### src/rtl/mips_pkg.sv
// Shared types for the MIPS multiply/divide engine: operation codes, FSM states, width.
package mips_pkg;

    localparam int MD_WIDTH = 32;

    typedef enum logic [1:0] {
        MD_MULT  = 2'd0,
        MD_MULTU = 2'd1,
        MD_DIV   = 2'd2,
        MD_DIVU  = 2'd3
    } md_op_t;

    typedef enum logic [1:0] {
        IDLE = 2'd0,
        CALC = 2'd1,
        FIX  = 2'd2
    } md_state_t;

    function automatic logic md_is_div(input md_op_t op);
        return (op == MD_DIV) || (op == MD_DIVU);
    endfunction

    function automatic logic md_is_signed(input md_op_t op);
        return (op == MD_MULT) || (op == MD_DIV);
    endfunction

endpackage

### src/rtl/mult_div_unit_negate.sv
// Conditional two's-complement negate; used for operand magnitudes and result sign fix.
module md_negate #(
    parameter int WIDTH = 32
) (
    input  logic [WIDTH-1:0] i_val,
    input  logic             i_neg,
    output logic [WIDTH-1:0] o_val
);

    assign o_val = i_neg ? (~i_val + WIDTH'(1)) : i_val;

endmodule

### src/rtl/mult_div_unit.sv
// Multicycle MULT/MULTU/DIV/DIVU engine with HI/LO registers: magnitudes are iterated
// for WIDTH cycles (shift-add or restoring divide), then signs are applied in FIX.
module mult_div_unit
    import mips_pkg::*;
#(
    parameter int WIDTH = MD_WIDTH
) (
    input  logic             Clk,
    input  logic             reset_n,
    input  logic             start,
    input  logic [1:0]       op,
    input  logic [WIDTH-1:0] rs_val,
    input  logic [WIDTH-1:0] rt_val,
    input  logic             hi_write,
    input  logic             lo_write,
    input  logic [WIDTH-1:0] wdata,
    output logic             busy,
    output logic             done,
    output logic             div_by_zero,
    output logic [WIDTH-1:0] hi,
    output logic [WIDTH-1:0] lo
);

    localparam int CW = $clog2(WIDTH);

    md_state_t          r_state, w_state_next;
    md_op_t             r_op;
    logic               r_q_neg, r_r_neg, r_dbz;
    logic [CW-1:0]      r_count;
    logic [WIDTH-1:0]   r_hi_acc, r_lo_acc, r_opnd;
    logic [WIDTH-1:0]   r_hi, r_lo;
    logic               r_done, r_dbz_pulse;

    md_op_t             w_op;
    logic               w_signed_in, w_is_div_in;
    logic [WIDTH-1:0]   w_rs_abs, w_rt_abs;
    logic [WIDTH:0]     w_sum, w_shifted;
    logic [WIDTH+1:0]   w_diff;
    logic [WIDTH-1:0]   w_hi_step, w_lo_step;
    logic [2*WIDTH-1:0] w_prod_fix;
    logic [WIDTH-1:0]   w_quot_fix, w_rem_fix;

    assign w_op        = md_op_t'(op);
    assign w_signed_in = md_is_signed(w_op);
    assign w_is_div_in = md_is_div(w_op);

    md_negate #(.WIDTH(WIDTH)) u_neg_rs (
        .i_val(rs_val), .i_neg(w_signed_in & rs_val[WIDTH-1]), .o_val(w_rs_abs));
    md_negate #(.WIDTH(WIDTH)) u_neg_rt (
        .i_val(rt_val), .i_neg(w_signed_in & rt_val[WIDTH-1]), .o_val(w_rt_abs));
    md_negate #(.WIDTH(2*WIDTH)) u_neg_prod (
        .i_val({r_hi_acc, r_lo_acc}), .i_neg(r_q_neg), .o_val(w_prod_fix));
    md_negate #(.WIDTH(WIDTH)) u_neg_quot (
        .i_val(r_lo_acc), .i_neg(r_q_neg), .o_val(w_quot_fix));
    md_negate #(.WIDTH(WIDTH)) u_neg_rem (
        .i_val(r_hi_acc), .i_neg(r_r_neg), .o_val(w_rem_fix));

    // Multiply keeps the multiplier in the low half and shifts the sum in from the top;
    // divide shifts the dividend out of the low half into the partial remainder.
    assign w_sum     = {1'b0, r_hi_acc} + (r_lo_acc[0] ? {1'b0, r_opnd} : '0);
    assign w_shifted = {r_hi_acc, r_lo_acc[WIDTH-1]};
    assign w_diff    = {1'b0, w_shifted} - {2'b00, r_opnd};

    always_comb begin
        // NOTE: defaults first so every path assigns both outputs and no latch is inferred.
        w_hi_step = r_hi_acc;
        w_lo_step = r_lo_acc;
        if (md_is_div(r_op)) begin
            if (!w_diff[WIDTH+1]) begin
                w_hi_step = w_diff[WIDTH-1:0];
                w_lo_step = {r_lo_acc[WIDTH-2:0], 1'b1};
            end else begin
                w_hi_step = w_shifted[WIDTH-1:0];
                w_lo_step = {r_lo_acc[WIDTH-2:0], 1'b0};
            end
        end else begin
            w_hi_step = w_sum[WIDTH:1];
            w_lo_step = {w_sum[0], r_lo_acc[WIDTH-1:1]};
        end
    end

    // NOTE: sequential state uses non-blocking assignments so all registers update together.
    always_ff @(posedge Clk or negedge reset_n) begin
        if (!reset_n) r_state <= IDLE;
        else          r_state <= w_state_next;
    end

    always_comb begin
        w_state_next = r_state;
        case (r_state)
            IDLE:    if (start) w_state_next = (w_is_div_in && rt_val == '0) ? FIX : CALC;
            CALC:    if (r_count == '0) w_state_next = FIX;
            FIX:     w_state_next = IDLE;
            default: w_state_next = IDLE;
        endcase
    end

    assign busy        = (r_state != IDLE);
    assign done        = r_done;
    assign div_by_zero = r_dbz_pulse;
    assign hi          = r_hi;
    assign lo          = r_lo;

    always_ff @(posedge Clk or negedge reset_n) begin
        if (!reset_n) begin
            r_op        <= MD_MULT;
            r_q_neg     <= 1'b0;
            r_r_neg     <= 1'b0;
            r_dbz       <= 1'b0;
            r_count     <= '0;
            r_hi_acc    <= '0;
            r_lo_acc    <= '0;
            r_opnd      <= '0;
            r_hi        <= '0;
            r_lo        <= '0;
            r_done      <= 1'b0;
            r_dbz_pulse <= 1'b0;
        end else begin
            r_done      <= 1'b0;
            r_dbz_pulse <= 1'b0;
            case (r_state)
                IDLE: begin
                    if (start) begin
                        r_op     <= w_op;
                        r_q_neg  <= w_signed_in & (rs_val[WIDTH-1] ^ rt_val[WIDTH-1]);
                        r_r_neg  <= w_signed_in & rs_val[WIDTH-1];
                        r_dbz    <= w_is_div_in && (rt_val == '0);
                        r_count  <= CW'(WIDTH - 1);
                        r_hi_acc <= '0;
                        r_lo_acc <= w_is_div_in ? w_rs_abs : w_rt_abs;
                        r_opnd   <= w_is_div_in ? w_rt_abs : w_rs_abs;
                    end else begin
                        if (hi_write) r_hi <= wdata;
                        if (lo_write) r_lo <= wdata;
                    end
                end
                CALC: begin
                    r_hi_acc <= w_hi_step;
                    r_lo_acc <= w_lo_step;
                    r_count  <= r_count - CW'(1);
                end
                FIX: begin
                    r_done      <= 1'b1;
                    r_dbz_pulse <= r_dbz;
                    if (!r_dbz) begin
                        if (md_is_div(r_op)) begin
                            r_lo <= w_quot_fix;
                            r_hi <= w_rem_fix;
                        end else begin
                            {r_hi, r_lo} <= w_prod_fix;
                        end
                    end
                end
                default: ;
            endcase
        end
    end

endmodule

### config.mk
export PLATFORM = sky130hd
export DESIGN_NAME = mult_div_unit
export DESIGN_NICKNAME = d
export VERILOG_FILES = /design/src/rtl/mips_pkg.sv /design/src/rtl/mult_div_unit_negate.sv /design/src/rtl/mult_div_unit.sv
export SDC_FILE = /design/constraint.sdc
export NUM_CORES = 1
export LEC_CHECK = 0
export CAP_MARGIN = 5
export CORE_ASPECT_RATIO = 1.75
export CORE_MARGIN = 5
export CORE_UTILIZATION = 40
export DETAILED_ROUTE_END_ITERATION = 8
export PLACE_DENSITY = 0.57
export SKIP_CTS_REPAIR_TIMING = 1
export SYNTH_ARGS = -nofsm -noshare
export SYNTH_HDL_FRONTEND = slang
export SYNTH_HIERARCHICAL = 1
export SYNTH_SLANG_ARGS = --single-unit
### constraint.sdc
create_clock -name Clk -period 5.3 [get_ports Clk]
set_input_delay 1.325 -clock Clk [delete_from_list [all_inputs] [get_ports Clk]]
set_output_delay 1.325 -clock Clk [all_outputs]
set_load 0.005 [all_outputs]
==> impl_metrics.py <==
metrics = {
    "outcome": {
        "status": "finished, final reports clean",
    },
    "timing": {
        "fmaxAchievable_ghz": 0.250,
        "tightest_slew_ns": 1.22,
        "layout_min_cycle_time_ns": 4.00,
        "rsz0062_at_grt": "no",
        "hold_viol_final": 0,
        "finClkSkew_ns": 0.0222,
        "final-max-slew-violation-count": 0,
        "tns_ns": 0,
        "min_period_over_period": 0.755,
        "relSlewSlack": 0.185,
        "setup_viol": 0,
    },
    "floorplan": {
        "start_util": 0.401,
        "die_area_mm2": 0.0486,
        "design.portCount": 170,
        "core_mm2": 0.0440,
        "fp.dieH_um": 288,
        "rows": 102,
        "chipWidth_um": 169,
    },
    "logic_synthesis": {
        "synth.net_count": 2216,
        "async_flop_share": 1.00,
        "mappedNetlistArea_mm2": 0.0177,
        "synthFlopType": "dfrtp_1",
        "synth_edf_count": 0,
        "synth-compound-area-share": 0.262,
        "synthMuxAreaShare": 0.101,
        "ys_seq_elements": 173,
        "ys_types": 90,
        "synth_fa_ha_area_frac": 0.0526,
        "yosys.area_share.simple": 0.184,
        "synth_warnings": 6,
        "ys_seq_area_frac": 0.245,
        "synth_top_family_by_area": "compound AO/OA/AOI/OAI gates",
        "syn_area_per_cell_um2": 8.65,
        "synth_xor_area_frac": 0.114,
        "synth_cells": 2040,
    },
    "cts": {
        "h-tree-depth": 4,
        "clockBufferDepth": 2,
        "clock-root-buffer": "clkbuf_16",
        "cts.sinks": 173,
        "cts_tree": "built",
        "path_clk_slew_ns": 0.08,
        "clk_latency_ns": 0.47,
        "cts_inserted_buffers": 17,
    },
    "detailed_routing": {
        "routed_via_density": 6.05,
        "drc_errors": 0,
        "drtPass1Iterations": 5,
        "drtIter0Drc": 1237,
        "postRouteAntennaNets": 0,
        "routed_wl_um": 64500,
        "wl_per_cell_um": 23.7,
        "vias": 16500,
    },
    "worst_setup_path": {
        "required_ns": 5.62,
        "slowest_stage": "dfrtp_1",
        "arrival_ns": 4.32,
        "worst-path-max-fanout": 15,
        "critical_path.max_stage_delay_ns": 0.76,
        "start_kind": "register",
        "path_common_cell": "nand3_1",
        "critPathCaptureType": "register",
        "worstPathCellList": "and2_1 > ha_1 > inv_1 > fa_1 > nor2b_1 > o31ai_1 > buf_4 > a211oi_1 > a221oi_2 > a21oi_1 > nand3_1 > and3_1 > nor3_1 > nand3_1",
        "path_class": "register to register",
    },
    "final_layout": {
        "fin_cells": 2723,
        "diodes": 0,
        "final_nets": 2314,
        "layout_commonest_cell": "xnor2_1",
        "drive_gt1_frac": 0.0767,
        "area_growth_pct": 15.7,
        "fillers": 4337,
        "layout_common_cells": "xnor2_1, mux2i_1, dfrtp_1",
    },
    "placed_design": {
        "place_congestion": 0.891,
        "io_buffers": 169,
        "dp.cells": 2691,
        "hpwl_um": 49700,
    },
    "global_route": {
        "grt_max_degree": 106,
        "grt_pass1_vias": 16000,
        "grt_first_pass_wirelength_um": 97100,
        "grt_remaining_overflow": 0,
        "globalRouteTotalUtil": 0.258,
        "grt_antenna_before_repair": 1,
    },
    "flow_run": {
        "maxCapViolations": 0,
    },
    "min_path": {
        "hold_class": "register to register",
    },
    "power": {
        "ir_drop_mv": 0.243,
        "p_leak_nw": 8.26,
        "power_density_mw_per_mm2": 669,
    },
}
==> power by group <==
group          internal [mW]  total (mW)  switching [mW]
registers               1.95        3.39            1.44
logic                   4.01        8.90            4.89
clock network          0.690        1.36           0.673
==> area by class of cell <==
class                   instances  area (um^2)  area share
flip-flops and latches        173         4330       0.212
multi-input cells            1685        12600       0.618
inverters                      67          251      0.0123
clock inverters                14          171     0.00839
repair buffers                194         1890      0.0926
clock buffers                  18          439      0.0215
well taps                     572          716      0.0350
==> critical path, delay by kind of cell (launching register included) <==
kind / cells / cell delay [ns]
simple gates: 6 / 1.16
fa+ha+maj: 2 / 0.63
compound gates: 4 / 1.05
flops: 1 / 0.76
buf+inv: 2 / 0.24
==> path summary, 6_finish.rpt <==
path / start / slack (ns) / cells after the start / end
max: r_lo_acc[0] / 1.30 / 14 / r_hi_acc[27]
min: lo[3] / 0.48 / 1 / lo[3]
max reg2reg: r_lo_acc[0] / 1.30 / 14 / r_hi_acc[27]
min reg2reg: lo[3] / 0.48 / 1 / lo[3]
max in group asynchronous: reset_n / 3.28 / 2 / r_hi_acc[27]
min in group asynchronous: reset_n / 1.00 / 1 / lo[11]
==> layer usage <==
metal | global-route usage | part of all wire
met5 | 0 | 0
met4 | 0.141 | 0.060
met3 | 0.0268 | 0.040
met2 | 0.477 | 0.53
met1 | 0.285 | 0.37
==> cells in the mapped netlist, types with 63 or more instances <==
cell	number	area [um^2]
nand2_1	164	616
xnor2_1	213	1870
ha_1	71	888
nor2_1	123	462
o31ai_1	63	473
o21ai_0	96	480
a211oi_1	79	593
mux2i_1	172	1720
inv_1	67	251
dfrtp_1	173	4330
a21o_1	93	698
a21oi_1	116	581
clkbuf_1	84	315
==> metrics by stage <==
step | worst slack, ns | power (mW) | hold WS, ns | util | area [um^2]
floorplan | 2.26 | 9.31 | 0.446 | - | 17700
finish | 1.30 | 13.7 | 0.477 | 0.464 | 20400
CTS | 1.34 | 13.6 | 0.484 | 0.464 | 20400
global placement | 1.49 | 12.1 | 0.460 | 0.450 | 19800
global route | 1.14 | 14.6 | 0.493 | 0.464 | 20400
detailed placement | 1.38 | 12.2 | 0.466 | 0.450 | 19800
==> cell families (layout without fill, tap and decap cells) <==
group | after synthesis | count (layout)
buffers and inverters | 182 | 293
DFF | 173 | 173
adders and majority gates | 73 | 73
muxes | 177 | 177
and+or+nand+nor | 571 | 571
AOI/OAI and AO/OA | 635 | 635
xor gates and xnor gates | 229 | 229
==> registers in the layout, summed over array words and instances (netlist names) <==
register,cells
r_r_neg,1
done,1
r_hi_acc,32
r_state,2
r_count,5
div_by_zero,1
hi,32
r_dbz,1
r_lo_acc,32
r_q_neg,1
lo,32
r_opnd,32
r_op,1
Note: power is estimated with default switching activity, not from simulation.
